===== config.mk =====
export PLATFORM = sky130hd
export DESIGN_NAME = ql_video_fetch
export DESIGN_NICKNAME = d
export VERILOG_FILES = /design/src/rtl/ql_video_fetch.sv
export SDC_FILE = /design/constraint.sdc
export NUM_CORES = 1
export LEC_CHECK = 0
export BUFFER_PORTS_ARGS = -buffer_cell sky130_fd_sc_hd__buf_2
export CAP_MARGIN = 20
export CORE_MARGIN = 10
export CORE_UTILIZATION = 26
export CTS_CLUSTER_SIZE = 16
export DETAILED_ROUTE_END_ITERATION = 12
export PLACE_DENSITY_LB_ADDON = 0.25
export SLEW_MARGIN = 10
export SYNTH_ARGS = -nofsm -noshare
export SYNTH_HDL_FRONTEND = slang
export SYNTH_SLANG_ARGS = --single-unit
export TNS_END_PERCENT = 20

===== constraint.sdc =====
create_clock -name clk_video -period 5.9 [get_ports clk_video]
set_input_delay 0.885 -clock clk_video [delete_from_list [all_inputs] [get_ports clk_video]]
set_output_delay 0.885 -clock clk_video [all_outputs]
set_load 0.01 [all_outputs]

===== src/rtl/ql_video_fetch.sv =====
// ----------------------------------------------------------------------------
// ql_video_fetch
//   Prefetches QL screen words from SDRAM into a small show-ahead FIFO that
//   feeds the ULA pixel shifter. Each line_start arms WORDS_PER_LINE more
//   words. Requests are issued one at a time over a req/ack handshake, and
//   only while the FIFO plus the outstanding request still has room.
//
// Ports
//   clk_video   : QL pixel clock (10.5 MHz)
//   reset       : synchronous, active-low reset
//   frame_start : one-cycle pulse before visible line 0; flushes and rebases
//   line_start  : one-cycle pulse arming one line's worth of fetches
//   membase     : screen base select (0: 19'h10000, 1: 19'h14000), frame_start only
//   addr        : SDRAM word address of the current/next request
//   req         : read request, held until ack
//   ack         : single-cycle acknowledge, din valid in the same cycle
//   din         : SDRAM read data
//   pop         : consumer takes the head word
//   word        : FIFO head word
//   valid       : FIFO not empty
//   underflow   : sticky, set by pop while empty, cleared by frame_start
//
// ql_video_fetch_chk
//   Simulation checker bound inside the top: the FIFO can never be pushed
//   while full.
// ----------------------------------------------------------------------------
module ql_video_fetch_chk #(
    parameter int DEPTH = 8,
    parameter int CNT_W = 4
) (
    input logic             clk,
    input logic             reset,
    input logic [CNT_W-1:0] count,
    input logic             push
);
    a_no_overflow: assert property (@(posedge clk) disable iff (!reset)
        push |-> (count < CNT_W'(DEPTH)));

    a_count_bound: assert property (@(posedge clk) disable iff (!reset)
        count <= CNT_W'(DEPTH));
endmodule

module ql_video_fetch #(
    parameter int DEPTH          = 8,
    parameter int WORDS_PER_LINE = 64,
    parameter int LINES          = 256
) (
    input  logic        clk_video,
    input  logic        reset,
    input  logic        frame_start,
    input  logic        line_start,
    input  logic        membase,
    output logic [18:0] addr,
    output logic        req,
    input  logic        ack,
    input  logic [15:0] din,
    input  logic        pop,
    output logic [15:0] word,
    output logic        valid,
    output logic        underflow
);
    localparam int               PTR_W   = $clog2(DEPTH);
    localparam int               CNT_W   = PTR_W + 1;
    localparam logic [CNT_W-1:0] DEPTH_C = CNT_W'(DEPTH);
    localparam logic [8:0]       WPL_C   = 9'(WORDS_PER_LINE);
    localparam logic [8:0]       LINES_C = 9'(LINES);
    localparam logic [18:0]      BASE0_C = 19'h10000;
    localparam logic [18:0]      BASE1_C = 19'h14000;

    typedef enum logic {
        ST_IDLE = 1'b0,
        ST_REQ  = 1'b1
    } state_t;

    state_t           state_r, state_nxt_s;
    logic             req_r;
    logic [18:0]      addr_r, addr_nxt_s;
    logic [7:0]       pending_r, pending_nxt_s, pend_dec_s;
    logic [8:0]       pend_sum_s;
    logic [8:0]       line_cnt_r, line_cnt_nxt_s;
    logic [15:0]      mem_r [DEPTH];
    logic [PTR_W-1:0] wr_ptr_r, wr_ptr_nxt_s, rd_ptr_r, rd_ptr_nxt_s;
    logic [CNT_W-1:0] count_r, count_nxt_s, count_kept_s;
    logic [15:0]      word_r, word_nxt_s;
    logic             valid_r;
    logic             underflow_r, underflow_nxt_s;
    logic             push_s, pop_s;

    // An ack only counts for a live request; frame_start discards it.
    assign push_s = (state_r == ST_REQ) && ack && !frame_start;
    assign pop_s  = pop && valid_r && !frame_start;

    // Request FSM next state: one outstanding request, gated by free space.
    always_comb begin
        state_nxt_s = state_r;
        case (state_r)
            ST_IDLE: begin
                if ((pending_r != 8'd0) && (count_r < DEPTH_C)) begin
                    state_nxt_s = ST_REQ;
                end else begin
                    state_nxt_s = ST_IDLE;
                end
            end
            ST_REQ: begin
                if (ack) begin
                    state_nxt_s = ST_IDLE;
                end else begin
                    state_nxt_s = ST_REQ;
                end
            end
            default: state_nxt_s = ST_IDLE;
        endcase
        if (frame_start) begin
            state_nxt_s = ST_IDLE;
        end else begin
            state_nxt_s = state_nxt_s;
        end
    end

    // Datapath next values: address, pending/line counters, FIFO and head.
    always_comb begin
        pend_dec_s      = pending_r - {7'd0, push_s};
        pend_sum_s      = {1'b0, pend_dec_s} + WPL_C;
        pending_nxt_s   = pend_dec_s;
        line_cnt_nxt_s  = line_cnt_r;
        addr_nxt_s      = addr_r;
        underflow_nxt_s = underflow_r;
        count_kept_s    = count_r - CNT_W'(pop_s);
        count_nxt_s     = count_kept_s + CNT_W'(push_s);
        rd_ptr_nxt_s    = rd_ptr_r + PTR_W'(pop_s);
        wr_ptr_nxt_s    = wr_ptr_r + PTR_W'(push_s);
        word_nxt_s      = word_r;

        if (push_s) begin
            addr_nxt_s = addr_r + 19'd1;
        end else begin
            addr_nxt_s = addr_r;
        end

        if (pop && !valid_r) begin
            underflow_nxt_s = 1'b1;
        end else begin
            underflow_nxt_s = underflow_r;
        end

        // A line that cannot be fetched yet simply accumulates in pending.
        if (line_start && (line_cnt_r < LINES_C)) begin
            pending_nxt_s  = pend_sum_s[8] ? 8'hFF : pend_sum_s[7:0];
            line_cnt_nxt_s = line_cnt_r + 9'd1;
        end else begin
            pending_nxt_s  = pend_dec_s;
            line_cnt_nxt_s = line_cnt_r;
        end

        // Head: hold when empty, take din when it lands in an empty FIFO.
        if (count_nxt_s == {CNT_W{1'b0}}) begin
            word_nxt_s = word_r;
        end else if (count_kept_s == {CNT_W{1'b0}}) begin
            word_nxt_s = din;
        end else begin
            word_nxt_s = mem_r[rd_ptr_nxt_s];
        end

        // frame_start flushes everything, then a coincident line_start arms line 0.
        if (frame_start) begin
            addr_nxt_s      = membase ? BASE1_C : BASE0_C;
            underflow_nxt_s = 1'b0;
            count_nxt_s     = {CNT_W{1'b0}};
            rd_ptr_nxt_s    = {PTR_W{1'b0}};
            wr_ptr_nxt_s    = {PTR_W{1'b0}};
            word_nxt_s      = word_r;
            if (line_start) begin
                pending_nxt_s  = WPL_C[7:0];
                line_cnt_nxt_s = 9'd1;
            end else begin
                pending_nxt_s  = 8'd0;
                line_cnt_nxt_s = 9'd0;
            end
        end else begin
            addr_nxt_s = addr_nxt_s;
        end
    end

    // FIFO storage; contents need no reset because occupancy guards reads.
    always_ff @(posedge clk_video) begin
        if (reset && push_s) begin
            mem_r[wr_ptr_r] <= din;
        end
    end

    // State and output registers with synchronous active-low reset.
    always_ff @(posedge clk_video) begin
        if (!reset) begin
            state_r     <= ST_IDLE;
            req_r       <= 1'b0;
            addr_r      <= BASE0_C;
            pending_r   <= 8'd0;
            line_cnt_r  <= 9'd0;
            wr_ptr_r    <= {PTR_W{1'b0}};
            rd_ptr_r    <= {PTR_W{1'b0}};
            count_r     <= {CNT_W{1'b0}};
            word_r      <= 16'd0;
            valid_r     <= 1'b0;
            underflow_r <= 1'b0;
        end else begin
            state_r     <= state_nxt_s;
            req_r       <= (state_nxt_s == ST_REQ);
            addr_r      <= addr_nxt_s;
            pending_r   <= pending_nxt_s;
            line_cnt_r  <= line_cnt_nxt_s;
            wr_ptr_r    <= wr_ptr_nxt_s;
            rd_ptr_r    <= rd_ptr_nxt_s;
            count_r     <= count_nxt_s;
            word_r      <= word_nxt_s;
            valid_r     <= (count_nxt_s != {CNT_W{1'b0}});
            underflow_r <= underflow_nxt_s;
        end
    end

    assign addr      = addr_r;
    assign req       = req_r;
    assign word      = word_r;
    assign valid     = valid_r;
    assign underflow = underflow_r;

    ql_video_fetch_chk #(
        .DEPTH (DEPTH),
        .CNT_W (CNT_W)
    ) u_chk (
        .clk   (clk_video),
        .reset (reset),
        .count (count_r),
        .push  (push_s)
    );
endmodule


## After elaboration in Yosys (flattened, before gate mapping)

Memories as Yosys holds them, arrays and structs flattened.
Index checks and enable logic that the tools add are counted.

| word-level totals | value |
|---|---|
| register bits | 65 |
| memories kept | 1 |
| memory bits (writable) | 128 |

Memories:

| memory | words | width | read ports | clocked after memory_dff | write ports | RTL line | source |
|---|---|---|---|---|---|---|---|
| mem_r | 8 | 16 | 1 | 0 | 1 | 81 | `logic [15:0] mem_r [DEPTH];` |

| operators by class | value |
|---|---|
| magnitude comparators | 2 |
| add/subtract/negate cells | 8 |
| bitwise gates (word level) | 4 |
| reduce and logical (&&, ||, !) cells | 18 |
| muxes and demuxes | 17 |

Operator list:

| cell | number |
|---|---|
| $mux 19 | 2 |
| $mux 8 | 3 |
| $add 19x1->19 const B | 1 |
| $mux 9 | 2 |
| $mux 16 | 1 |
| $mux 15 | 1 |
| $add 8x7->9 const B | 1 |
| $add 9x1->9 const B | 1 |
| $lt 9x9->1 const B | 1 |
| $logic_and 1x1->1 | 8 |
| $logic_not 4->1 | 2 |
| $reduce_bool 8->1 | 1 |
| $sub 8x1->8 | 1 |
| $mux 7 | 1 |
| $add 3x1->3 | 2 |
| $mux 1 | 5 |
| $add 4x1->4 | 1 |
| $lt 4x4->1 const B | 1 |
| $mux 4 | 1 |
| $not 1->1 | 4 |
| $reduce_bool 2->1 | 2 |
| $reduce_bool 4->1 | 1 |
| $sub 4x1->4 | 1 |
| $logic_not 1->1 | 2 |
| 3 further kinds | 3 |

## Logic depth before layout (Yosys ltp)

Gate-level depths: netlist of run 1.

| depth | value |
|---|---|
| word-level depth | 7 |
| gate-level depth with buffers | 11 |
| mapped depth without buffers | 10 |

## Least setup slack after synthesis of run 1

No wires, ideal clock.

| path | value |
|---|---|
| path kind | input to register |
| from | input port frame_start |
| to | register word_r[10], in the netlist word[10] |
| stages | 10 |
| path buffers | 3 |
| library setup time | 126 ps |
| setup slack | 2734 ps |
| arrival time | 3040 ps |
| data required time | 5774 ps |
| cells stage by stage | clkbuf_1 > nor2_1 > ha_1 > ha_1 > clkbuf_1 > clkbuf_1 > mux4_2 > nor2b_1 > a221oi_1 > o32ai_2 |

| between the ends | value |
|---|---|
| cells in the longest elaborated chain, start to end | 7 |
| elaborated cells between the ends (all ways) | 13 |
| classes of those cells | add/sub (3); mux (1); bitwise (2); reduce/logical (6); memory (1) |

Ends and longest elaborated chain:

| element | RTL line | source |
|---|---|---|
| start, declared | 50 | `input logic frame_start,` |
| $logic_not 1->1 | 90, 91 |  |
| $logic_and 1x1->1 | 91 | `assign pop_s = pop && valid_r && !frame_start;` |
| $sub 4x1->4 | 128 | `count_kept_s = count_r - CNT_W'(pop_s);` |
| $add 4x1->4 | 129 | `count_nxt_s = count_kept_s + CNT_W'(push_s);` |
| $logic_not 4->1 | 156 | `if (count_nxt_s == {CNT_W{1'b0}}) begin` |
| $not 1->1 (no line) | n/a |  |
| $reduce_and 2->1 (no line) | n/a |  |
| end signal, assigned | 214 | `word_r <= word_nxt_s;` |
| end, declared | 84 | `logic [15:0] word_r, word_nxt_s;` |

Parallel ways exist; a longest one is shown, timed or not.
A chain may end at the register's enable or synchronous reset.

## Worst setup path in the final report of run 1

| path | value |
|---|---|
| from | input port frame_start |
| to | register word_r[1], in the netlist word[1] |

Same word-level chain as after synthesis.

==> results.md, run 1 <==
* Initial Utilization at 26.54%
* Simple-gate area share of the yosys netlist at 10.33%
* Most frequent cells in the layout: 128 x edfxtp_1, 65 x dfxtp_1, 60 x buf_2
* DRC errors left at 0
* Global-route wire length before repair at 29730 µm
* Total Wirelength at 18900 µm
* Data required, critical path at 6.22 ns
* Netlist cell types at 50
* Post-route setup TNS at 0 ns
* Vias in the first global route at 5038
* Register area at 5145 µm²
* CP bufs+invs at 2
* Pleak at 3.134 nW
* Io pins at 61
* Asr flop ratio synth at 0%
* Largest stage delay, worst path at 0.77 ns
* CP Cell Sequence: buf_2, nor2_1, ha_1, ha_1, inv_1, ha_1, xnor2_1, a21o_2, nand3_1, o32ai_1
* Final hold violations at 0
* Crit path max-delay family: simple AND/OR/NAND/NOR gates
* Initial drt markers at 278
* H-Tree Depth at 4
* Area of the core at 29800 µm²
* Die Ht at 194.4 µm
* Crit Path Max Fanout at 15
* Post-cts resize count at 0
* Share of cells above drive strength 1 at 25.36%
* Total grt overflow at 0
* Syn nets at 576
* Antenna viol nets, final at 0
* Critical path arrival at 3.71 ns
* Input/output buffers at 60
* Final Cycle Share at 57.52%
* Area occupied by multi-input gates at 2576 µm²
* CTS tree: done
* Final nets at 641
* Syn_area_per_cell at 14.62 µm²
* F_max at 0.2947 GHz
* Status: complete, no violations
* Synth Flop Type: edfxtp_1
* Adder-cell share of the synthesized area at 1.898%
* Final setup viols at 0
* Largest net degree at the start of global routing at 34
* Clock sink total at 193
* Slew Viols, Final at 0
* Largest family of logic cells by synthesized area: simple AND/OR/NAND/NOR gates
* Post-synth EDFFs at 128
* Root Buffer: clkbuf_16
* Post-CTS Hold Buffers at 0
* Avg WL per Cell at 18.72 µm
* Max Cap Violations at 0
* Fill cells at 2983
* Ys Warns at 0
* Fraction of the mapped netlist area in compound gates at 6.882%
* Reg-to-reg setup timing slack at 2.69 ns
* Die W at 194.4 µm
* Most common cell after layout, fill and taps aside: edfxtp_1
* Synth Instances at 541
* Nature of the critical path startpoint: input pin
* Clock transition at path regs at 0.07 ns
* Setup Crit Path Kind: in -> reg
* RSZ-0062 raised after global routing: no
* Total GRT Usage at 10.01%
* Mux cell area share after synthesis at 9.381%
* #FFs+latches synth at 193
* Worst-margin pin slew at 1.137 ns
* Final HPWL DP at 11610 µm
* CP max-delay cell: nand3_1
* Cts bufs inserted at 17
* Clock insertion delay at the later pin of the skew report at 0.44 ns
* Setup Buffers After CTS at 0
* Area delta synth->final at 17.50%
* Pwr Density at 289.1 nW/µm²
* First-pass DRT Iterations at 4
* RePlAce Congestion at 0.7520
* Register area share after synthesis at 65.05%
* Row count at 63
* DR vias/cell at 4.692
* Maximum vdd drop at 0.1808 mV
* Die area at 37800 µm²
* Worst Setup End Kind: flip-flop
* Final core occ at 31.19%
* Via count at 4739
* Period minus WS final at 3.394 ns
* Worst slew margin at 23.14%
* Clock Tree Buf Depth at 2
* Initial antenna violation count at 2
* Top cell by count, worst path: ha_1
* Post-Synth XOR/XNOR Area at 3.623%
* Worst min path class: reg -> reg
* Syn Std Cell Area at 7909 µm²
* Clock Skews at 0.01474 ns
## cells in the mapped netlist (12+ instances only)
| cell type | n | area share (%) |
|---|---|---|
| inv_1 | 27 | 1.3 |
| xor2_1 | 17 | 1.9 |
| nor2_1 | 44 | 2.1 |
| xnor2_1 | 12 | 1.3 |
| nand2_1 | 17 | 0.81 |
| nor2b_1 | 18 | 1.4 |
| a221oi_1 | 15 | 1.7 |
| nor3_1 | 19 | 1.2 |
| clkbuf_1 | 17 | 0.81 |
| edfxtp_1 | 128 | 49 |
| dfxtp_1 | 65 | 16 |
| a21oi_1 | 14 | 0.89 |
| mux4_2 | 32 | 9.1 |
| ha_1 | 12 | 1.9 |
## registers in the layout, summed over array words and instances (netlist names)
register and cells:
word 16, pending_r 8, req 1, rd_ptr_r 3
wr_ptr_r 3, valid 1, underflow 1, count_r 4
addr 19, line_cnt_r 9, mem_r 128
## area by class of cell
class	count	share of cell area, %
diodes	1	0.02693
clock buffers	18	4.618
clock inverters	14	1.885
inverters	27	1.091
multi-input cells	297	27.72
flip-flops and latches	193	55.37
well taps	390	5.251
repair buffers	70	4.039
## where the power goes
part           total, mW  switching, mW  internal [mW]
combinational     0.0734         0.0476         0.0258
clock               1.16          0.584          0.581
sequential          1.45        0.00526           1.44
## through the flow
step / hold WS [ns] / cells / instance area, µm² / setup slack (ns) / power [mW]
after floorplan: 0.4537 / 541 / 7909 / 2.734 / 1.518
final: 0.4643 / 1010 / 9293 / 2.506 / 2.687
after CTS: 0.4706 / 1009 / 9290 / 2.512 / 2.723
after global routing: 0.4871 / 1009 / 9290 / 2.252 / 2.793
after detailed placement: 0.4602 / 977 / 8686 / 2.052 / 1.553
after global placement: 0.4493 / 977 / 8686 / 2.130 / 1.550
## final timing paths
| kind | start | cells past startpoint | end |
|---|---|---|---|
| max | frame_start | 10 | word[1] |
| min | word[3] | 2 | word[3] |
| max reg2reg | valid | 10 | word[1] |
| min reg2reg | word[3] | 2 | word[3] |
## layer usage
metal,vias up,global-route usage (%),wire length (µm)
met4,2,2.470,104
li1,2179,-,-
met1,2423,12.67,8602
met2,125,16.43,9171
met3,10,2.857,1012
met5,-,0,13
## worst register-to-register path, cell delays in order, from the launching register on
cell	delay [ns]
dfxtp_1	0.38
nand2_1	0.11
nor2_1	0.18
ha_1	0.24
ha_1	0.26
inv_1	0.14
ha_1	0.27
nor2_1	0.17
a21o_2	0.17
nand3_1	0.77
o32ai_1	0.41
## logic make-up after synthesis
logic type,Yosys count
adders and majority gates,12
DFF,193
and+or+nand+nor,157
muxes,34
xor gates and xnor gates,31
buffers and inverters,51
AOI/OAI and AO/OA,63
(Power assumes the default switching activity.)
==> run 2: changes to the inputs <==
Clock period 5.9 ns to 3.2 ns, I/O delays scaled along.
==> run 2 against run 1 <==
  * Critical path depth is the same
  * Critical endpoint is now word[4]
  * Highest routed layer unchanged
  * Wire length grew 0.67%
  * Worst hold slack lost 0.17 ns
==> results.md, run 2 (synthesis results as in run 1) <==
* First-pass DRT Iterations at 4 (unchanged)
* Sw power at 1.125 mW (+77%)
* Largest net degree at the start of global routing at 38 (+12%)
* Total grt overflow at 0 (unchanged)
* F_max at 0.3889 GHz
* Clock Skews at 0.01242 ns (-0.002322 ns)
* Via count at 4747 (+0.17%)
* Post-route setup TNS at 0 ns (unchanged)
* Avg WL per Cell at 18.69 µm (-0.12%)
* Area delta synth->final at 18.78%
* Data required, critical path at 3.54 ns (-2.68 ns)
* Row count at 63 (unchanged)
* Total Wirelength at 19030 µm (+0.67%)
* Most common cell after layout, fill and taps aside: edfxtp_1
* RSZ-0062 raised after global routing: no
* Pre-CTS WS at 0.4077 ns (-1.644 ns)
* RePlAce Congestion at 0.7421 (-1.3%)
* Max FFs per register at 128 (unchanged)
* Cts bufs inserted at 17 (unchanged)
* Total GRT Usage at 10.18% (+0.17 points)
* Global-route wire length before repair at 29860 µm (+0.42%)
* DRC errors left at 0 (unchanged)
* Clock insertion delay at the later pin of the skew report at 0.44 ns (about the same)
* DR vias/cell at 4.663 (-0.62%)
* Switching share of power at 22.01% (-1.7 points)
* Maximum vdd drop at 0.3702 mV (+100%)
* Worst min path class: in -> reg
* Flop pwr share at 52.3% (-1.6 points)
* Clock transition at path regs at 0.07 ns (about the same)
* Final HPWL DP at 11670 µm (+0.51%)
* Clock power share at 45.1% (+1.7 points)
* Period minus WS final at 2.571 ns
* H-Tree Depth at 4 (unchanged)
* Final setup viols at 0 (unchanged)
* Die Ht at 194.4 µm (unchanged)
* Final hold violations at 0 (unchanged)
* Root Buffer: clkbuf_16
* Worst Setup End Kind: flip-flop
* Setup Buffers After CTS at 0 (unchanged)
* Io pins at 61 (unchanged)
* Input/output buffers at 60 (unchanged)
* Comb power frac at 2.7% (about the same)
* Initial Utilization at 26.54% (unchanged)
* Initial antenna violation count at 2 (unchanged)
* Status: complete, no violations
* Die W at 194.4 µm (unchanged)
* Vias in the first global route at 5090 (+1.0%)
* Nature of the critical path startpoint: flip-flop
* Area of the core at 29800 µm² (unchanged)
* Slew Viols, Final at 0 (unchanged)
* Critical path arrival at 2.91 ns (-0.80 ns)
* Worst slew margin at 37.15% (+14 points)
* Worst-margin pin slew at 0.9428 ns (-0.1941 ns)
* Crit Path Max Fanout at 17 (+2)
* Post-CTS Hold Buffers at 0 (unchanged)
* Pleak at 3.202 nW (+2.2%)
* Clock sink total at 193 (unchanged)
* Final nets at 649 (+1.2%)
* Fin worst setup slack at 0.6286 ns (-1.878 ns)
* Setup Crit Path Kind: reg -> reg
* Fill cells at 2963 (-0.67%)
* Pwr Density at 544.0 nW/µm² (+88%)
* P_int at 3.985 mW (+94%)
* Post-cts resize count at 0 (unchanged)
* Most frequent cells in the layout: 128 x edfxtp_1, 65 x dfxtp_1, 60 x buf_2
* Max Cap Violations at 0 (unchanged)
* Die area at 37800 µm² (unchanged)
* CTS tree: done
* Top reg by flops: mem_r
* Clock Tree Buf Depth at 2 (unchanged)
* Initial drt markers at 289 (+4.0%)
* Antenna viol nets, final at 0 (unchanged)
* Share of cells above drive strength 1 at 26.16% (+0.79 points)
* Final Cycle Share at 80.36%
## run 2: changes by cell type in the layout (fill, tap and decap cells not counted), moves of 2 or more
cell | previous run | this run
bufinv_16 | 0 | 3
buf_12 | 0 | 2
buf_4 | 10 | 16
inv_8 | 3 | 5
clkinv_8 | 4 | 1
inv_12 | 2 | 0
## run 2: per-layer routing
| layer | wire [µm] | track usage [%] | share of wire [%] | vias up |
|---|---|---|---|---|
| met2 | 9267 | 16.46 | 49 | 129 |
| met3 | 1201 | 3.149 | 6.3 | 21 |
| met1 | 8355 | 12.86 | 44 | 2391 |
| met5 | 20 | 0 | 0.11 | - |
| met4 | 185 | 2.754 | 0.97 | 2 |
| li1 | - | - | - | 2204 |
## run 2: path summary, 6_finish.rpt
path	cells after the start	to	start	slack (ns)
max reg2reg	10	word[4]	valid	0.63
min reg2reg	2	word[15]	word[15]	0.46
min	3	underflow	pop	0.30
max	10	word[4]	valid	0.63
## run 2: critical path, stage by stage (launching register included)
cell and delay [ns]:
dfxtp_1 0.36, nand2_1 0.11, nor2_1 0.16, ha_1 0.22
ha_1 0.34, xor2_2 0.25, nand3_1 0.13, xnor2_1 0.16
a31o_1 0.21, buf_4 0.23, o32ai_1 0.31
## run 2: layout make-up
class                           instances  area (µm²)  share of cell area, %
Antenna cell                            1       2.502                0.02664
Clock buffer                           17       425.4                  4.529
Clock inverter                         15       211.5                  2.251
Inverter                               27       101.3                  1.079
Multi-Input combinational cell        297        2560                  27.25
Sequential cell                       193        5145                  54.77
Tap cell                              390       488.0                  5.194
Timing Repair Buffer                   78       460.4                  4.901
## run 2: through the flow
step	cell area, µm²	hold slack [ns]	cells	util (%)	power, mW
CTS	9392	0.2816	1017	31.52	5.174
global placement	8755	0.4468	985	29.38	2.861
global route	9392	0.2928	1017	31.52	5.313
detailed placement	8755	0.4491	985	29.38	2.867
floorplan	7909	0.4537	541	-	2.799
finish	9394	0.2976	1018	31.53	5.110
## run 2: power by group through the flow
| stage | sequential, mW | combinational (mW) | clock, mW |
|---|---|---|---|
| after floorplan | 2.73 | 0.0700 | 0 |
| after global placement | 2.73 | 0.134 | 0 |
| after detailed placement | 2.73 | 0.140 | 0 |
| after CTS | 2.67 | 0.141 | 2.36 |
| after global routing | 2.67 | 0.155 | 2.49 |
| final | 2.67 | 0.138 | 2.30 |
==> run 3: changes to the inputs <==
Clock period 3.2 ns to 2.48 ns, I/O delays scaled along.
==> run 3 against run 2 <==
  * Die area unchanged
  * Critical endpoint unchanged
  * Core utilization is 0.86 points higher
  * Wire length decreased by 0.78%
  * Count of clock-buffer cells in the layout unchanged
  * Final cell count increased by 1.9%
  * Largest power group unchanged
  * Register-to-register slack worse by 0.44 ns
  * Power up 26%
  * Largest cell class unchanged
  * Critical path type unchanged
  * Flip-flop and latch count did not move
==> results.md, run 3 (synthesis results as in run 1) <==
* Status: complete, no violations
* Switching share of power at 24.08% (+2.1 points)
* Data required, critical path at 2.82 ns (-0.72 ns)
* Maximum vdd drop at 0.4107 mV (+11%)
* Flop pwr share at 53.3% (+1.0 points)
* Final HPWL DP at 12020 µm (+3.0%)
* Pleak at 3.317 nW (+3.6%)
* Final setup viols at 0 (unchanged)
* Total grt overflow at 0 (unchanged)
* Cts bufs inserted at 17 (unchanged)
* Most common cell after layout, fill and taps aside: edfxtp_1
* Pwr Density at 669.4 nW/µm² (+23%)
* Slew Viols, Final at 0 (unchanged)
* Clock insertion delay at the later pin of the skew report at 0.44 ns (about the same)
* P_int at 4.904 mW (+23%)
* CP max-delay cell: ha_2
* Worst Setup End Kind: flip-flop
* Total Wirelength at 18880 µm (-0.78%)
* Clock Skews at 0.01848 ns (+0.006062 ns)
* Clock sink total at 193 (unchanged)
* Worst slew margin at 73.81% (+37 points)
* Initial antenna violation count at 1 (-1)
* Placed cells at 1002 (+1.7%)
* Largest stage delay, worst path at 0.32 ns (-0.04 ns)
* Comb power frac at 3.0% (+0.3 points)
* Setup Crit Path Kind: reg -> reg
* Total GRT Usage at 10.03% (-0.15 points)
* Root Buffer: clkbuf_16
* Die W at 194.4 µm (unchanged)
* Finished Layout Cells at 1037 (+1.9%)
* Worst-margin pin slew at 0.3929 ns (-0.5499 ns)
* Initial drt markers at 310 (+7.3%)
* Max Cap Violations at 0 (unchanged)
* Final nets at 668 (+2.9%)
* Worst Hold Depth at 3 (unchanged)
* Global-route wire length before repair at 29790 µm (-0.21%)
* Clock power share at 43.6% (-1.5 points)
* Pwr Total at 6.460 mW (+26%)
* DRC errors left at 0 (unchanged)
* Initial Utilization at 26.54% (unchanged)
* CP Cell Sequence: nand2_1, nor2_4, ha_2, inv_1, ha_1, ha_1, xnor2_1, a21o_2, nand3_1, buf_12, o32ai_1
* Share of cells above drive strength 1 at 29.26% (+3.1 points)
* Antenna viol nets, final at 0 (unchanged)
* Io pins at 61 (unchanged)
* Die area at 37800 µm² (unchanged)
* RePlAce Congestion at 0.8008 (+7.9%)
* Input/output buffers at 60 (unchanged)
* Vias in the first global route at 5134 (+0.86%)
* Area delta synth->final at 22.02%
* R2R cell count at 11 (+1)
* DR vias/cell at 4.667 (about the same)
* Post-route setup TNS at 0 ns (unchanged)
* Clock transition at path regs at 0.08 ns (about the same)
* First-pass DRT Iterations at 4 (unchanged)
* Top cell by count, worst path: ha_1
* Sw power at 1.555 mW (+38%)
* Fin worst setup slack at 0.1927 ns (-0.4358 ns)
* Die Ht at 194.4 µm (unchanged)
* Area of the core at 29800 µm² (unchanged)
* Post-CTS Hold Buffers at 0 (unchanged)
* Max FFs per register at 128 (unchanged)
* Row count at 63 (unchanged)
* CTS tree: done
* Nature of the critical path startpoint: flip-flop
* Largest net degree at the start of global routing at 38 (unchanged)
* Most frequent cells in the layout: 128 x edfxtp_1, 65 x dfxtp_1, 60 x buf_2
* Period minus WS final at 2.287 ns (-0.2842 ns)
* Avg WL per Cell at 18.21 µm (-2.6%)
* Top reg by flops: mem_r
* Critical path arrival at 2.63 ns (-0.28 ns)
* Pre-CTS WS at -0.2263 ns (-0.6340 ns)
* Via count at 4840 (+2.0%)
* Worst hold slack at 0.1938 ns (-0.1038 ns)
* Worst min path class: in -> reg
* Crit Path Max Fanout at 15 (-2)
* F_max at 0.4372 GHz (+12%)
* Final Cycle Share at 92.23% (+12 points)
* H-Tree Depth at 4 (unchanged)
* Clock Tree Buf Depth at 2 (unchanged)
* Final hold violations at 0 (unchanged)
## run 3: per-stage QoR
stage / util [%] / instance area (µm²)
floorplan: - / 7926
detailed placement: 30.10 / 8970
CTS: 32.25 / 9610
finish: 32.39 / 9651
global placement: 30.10 / 8970
global route: 32.38 / 9648
## run 3: power groups by stage
| stage | Clock [mW] | Combinational (mW) | Sequential, mW |
|---|---|---|---|
| floorplan | 0 | 0.0908 | 3.52 |
| global placement | 0 | 0.188 | 3.52 |
| detailed placement | 0 | 0.195 | 3.52 |
| CTS | 2.91 | 0.197 | 3.45 |
| global route | 3.05 | 0.218 | 3.45 |
| finish | 2.82 | 0.195 | 3.44 |
## run 3: worst max-delay path, delay by kind of cell (launching register included)
kind / cells / cell delay, ns
xor gates and xnor gates: 1 / 0.27
DFF: 1 / 0.31
and+or+nand+nor: 3 / 0.27
AOI/OAI and AO/OA: 2 / 0.32
adders and majority gates: 3 / 0.75
buffers and inverters: 2 / 0.25
## run 3: layout make-up
class | count | area, µm²
Antenna cell | 1 | 2.502
Clock inverter | 15 | 195.2
Inverter | 27 | 101.3
Fill cell | 2993 | 20150
Clock buffer | 17 | 425.4
Sequential cell | 193 | 5145
Multi-Input combinational cell | 297 | 2590
Tap cell | 390 | 488.0
Timing Repair Buffer | 97 | 703.2
## run 3: metal layers
metal  share of wire (%)  track usage (%)  vias up
met4                 1.4            3.379        0
met2                  49            16.51      125
met5                   0                0        -
li1                    -                -     2230
met3                 5.4            2.564       25
met1                  44            12.53     2460
## run 3: what timing repair did
action,in CTS,in global routing
pin swaps,1,1
setup endpoints to repair,15,17
gates resized for setup,0,8
buffers inserted,1,1
## run 3: path summary, 6_finish.rpt
kind / startpoint / end / slack, ns
setup / recovery: valid / word[4] / 0.19
hold reg to reg: word[1] / word[1] / 0.46
setup reg to reg: valid / word[4] / 0.19
hold / removal: pop / underflow / 0.19
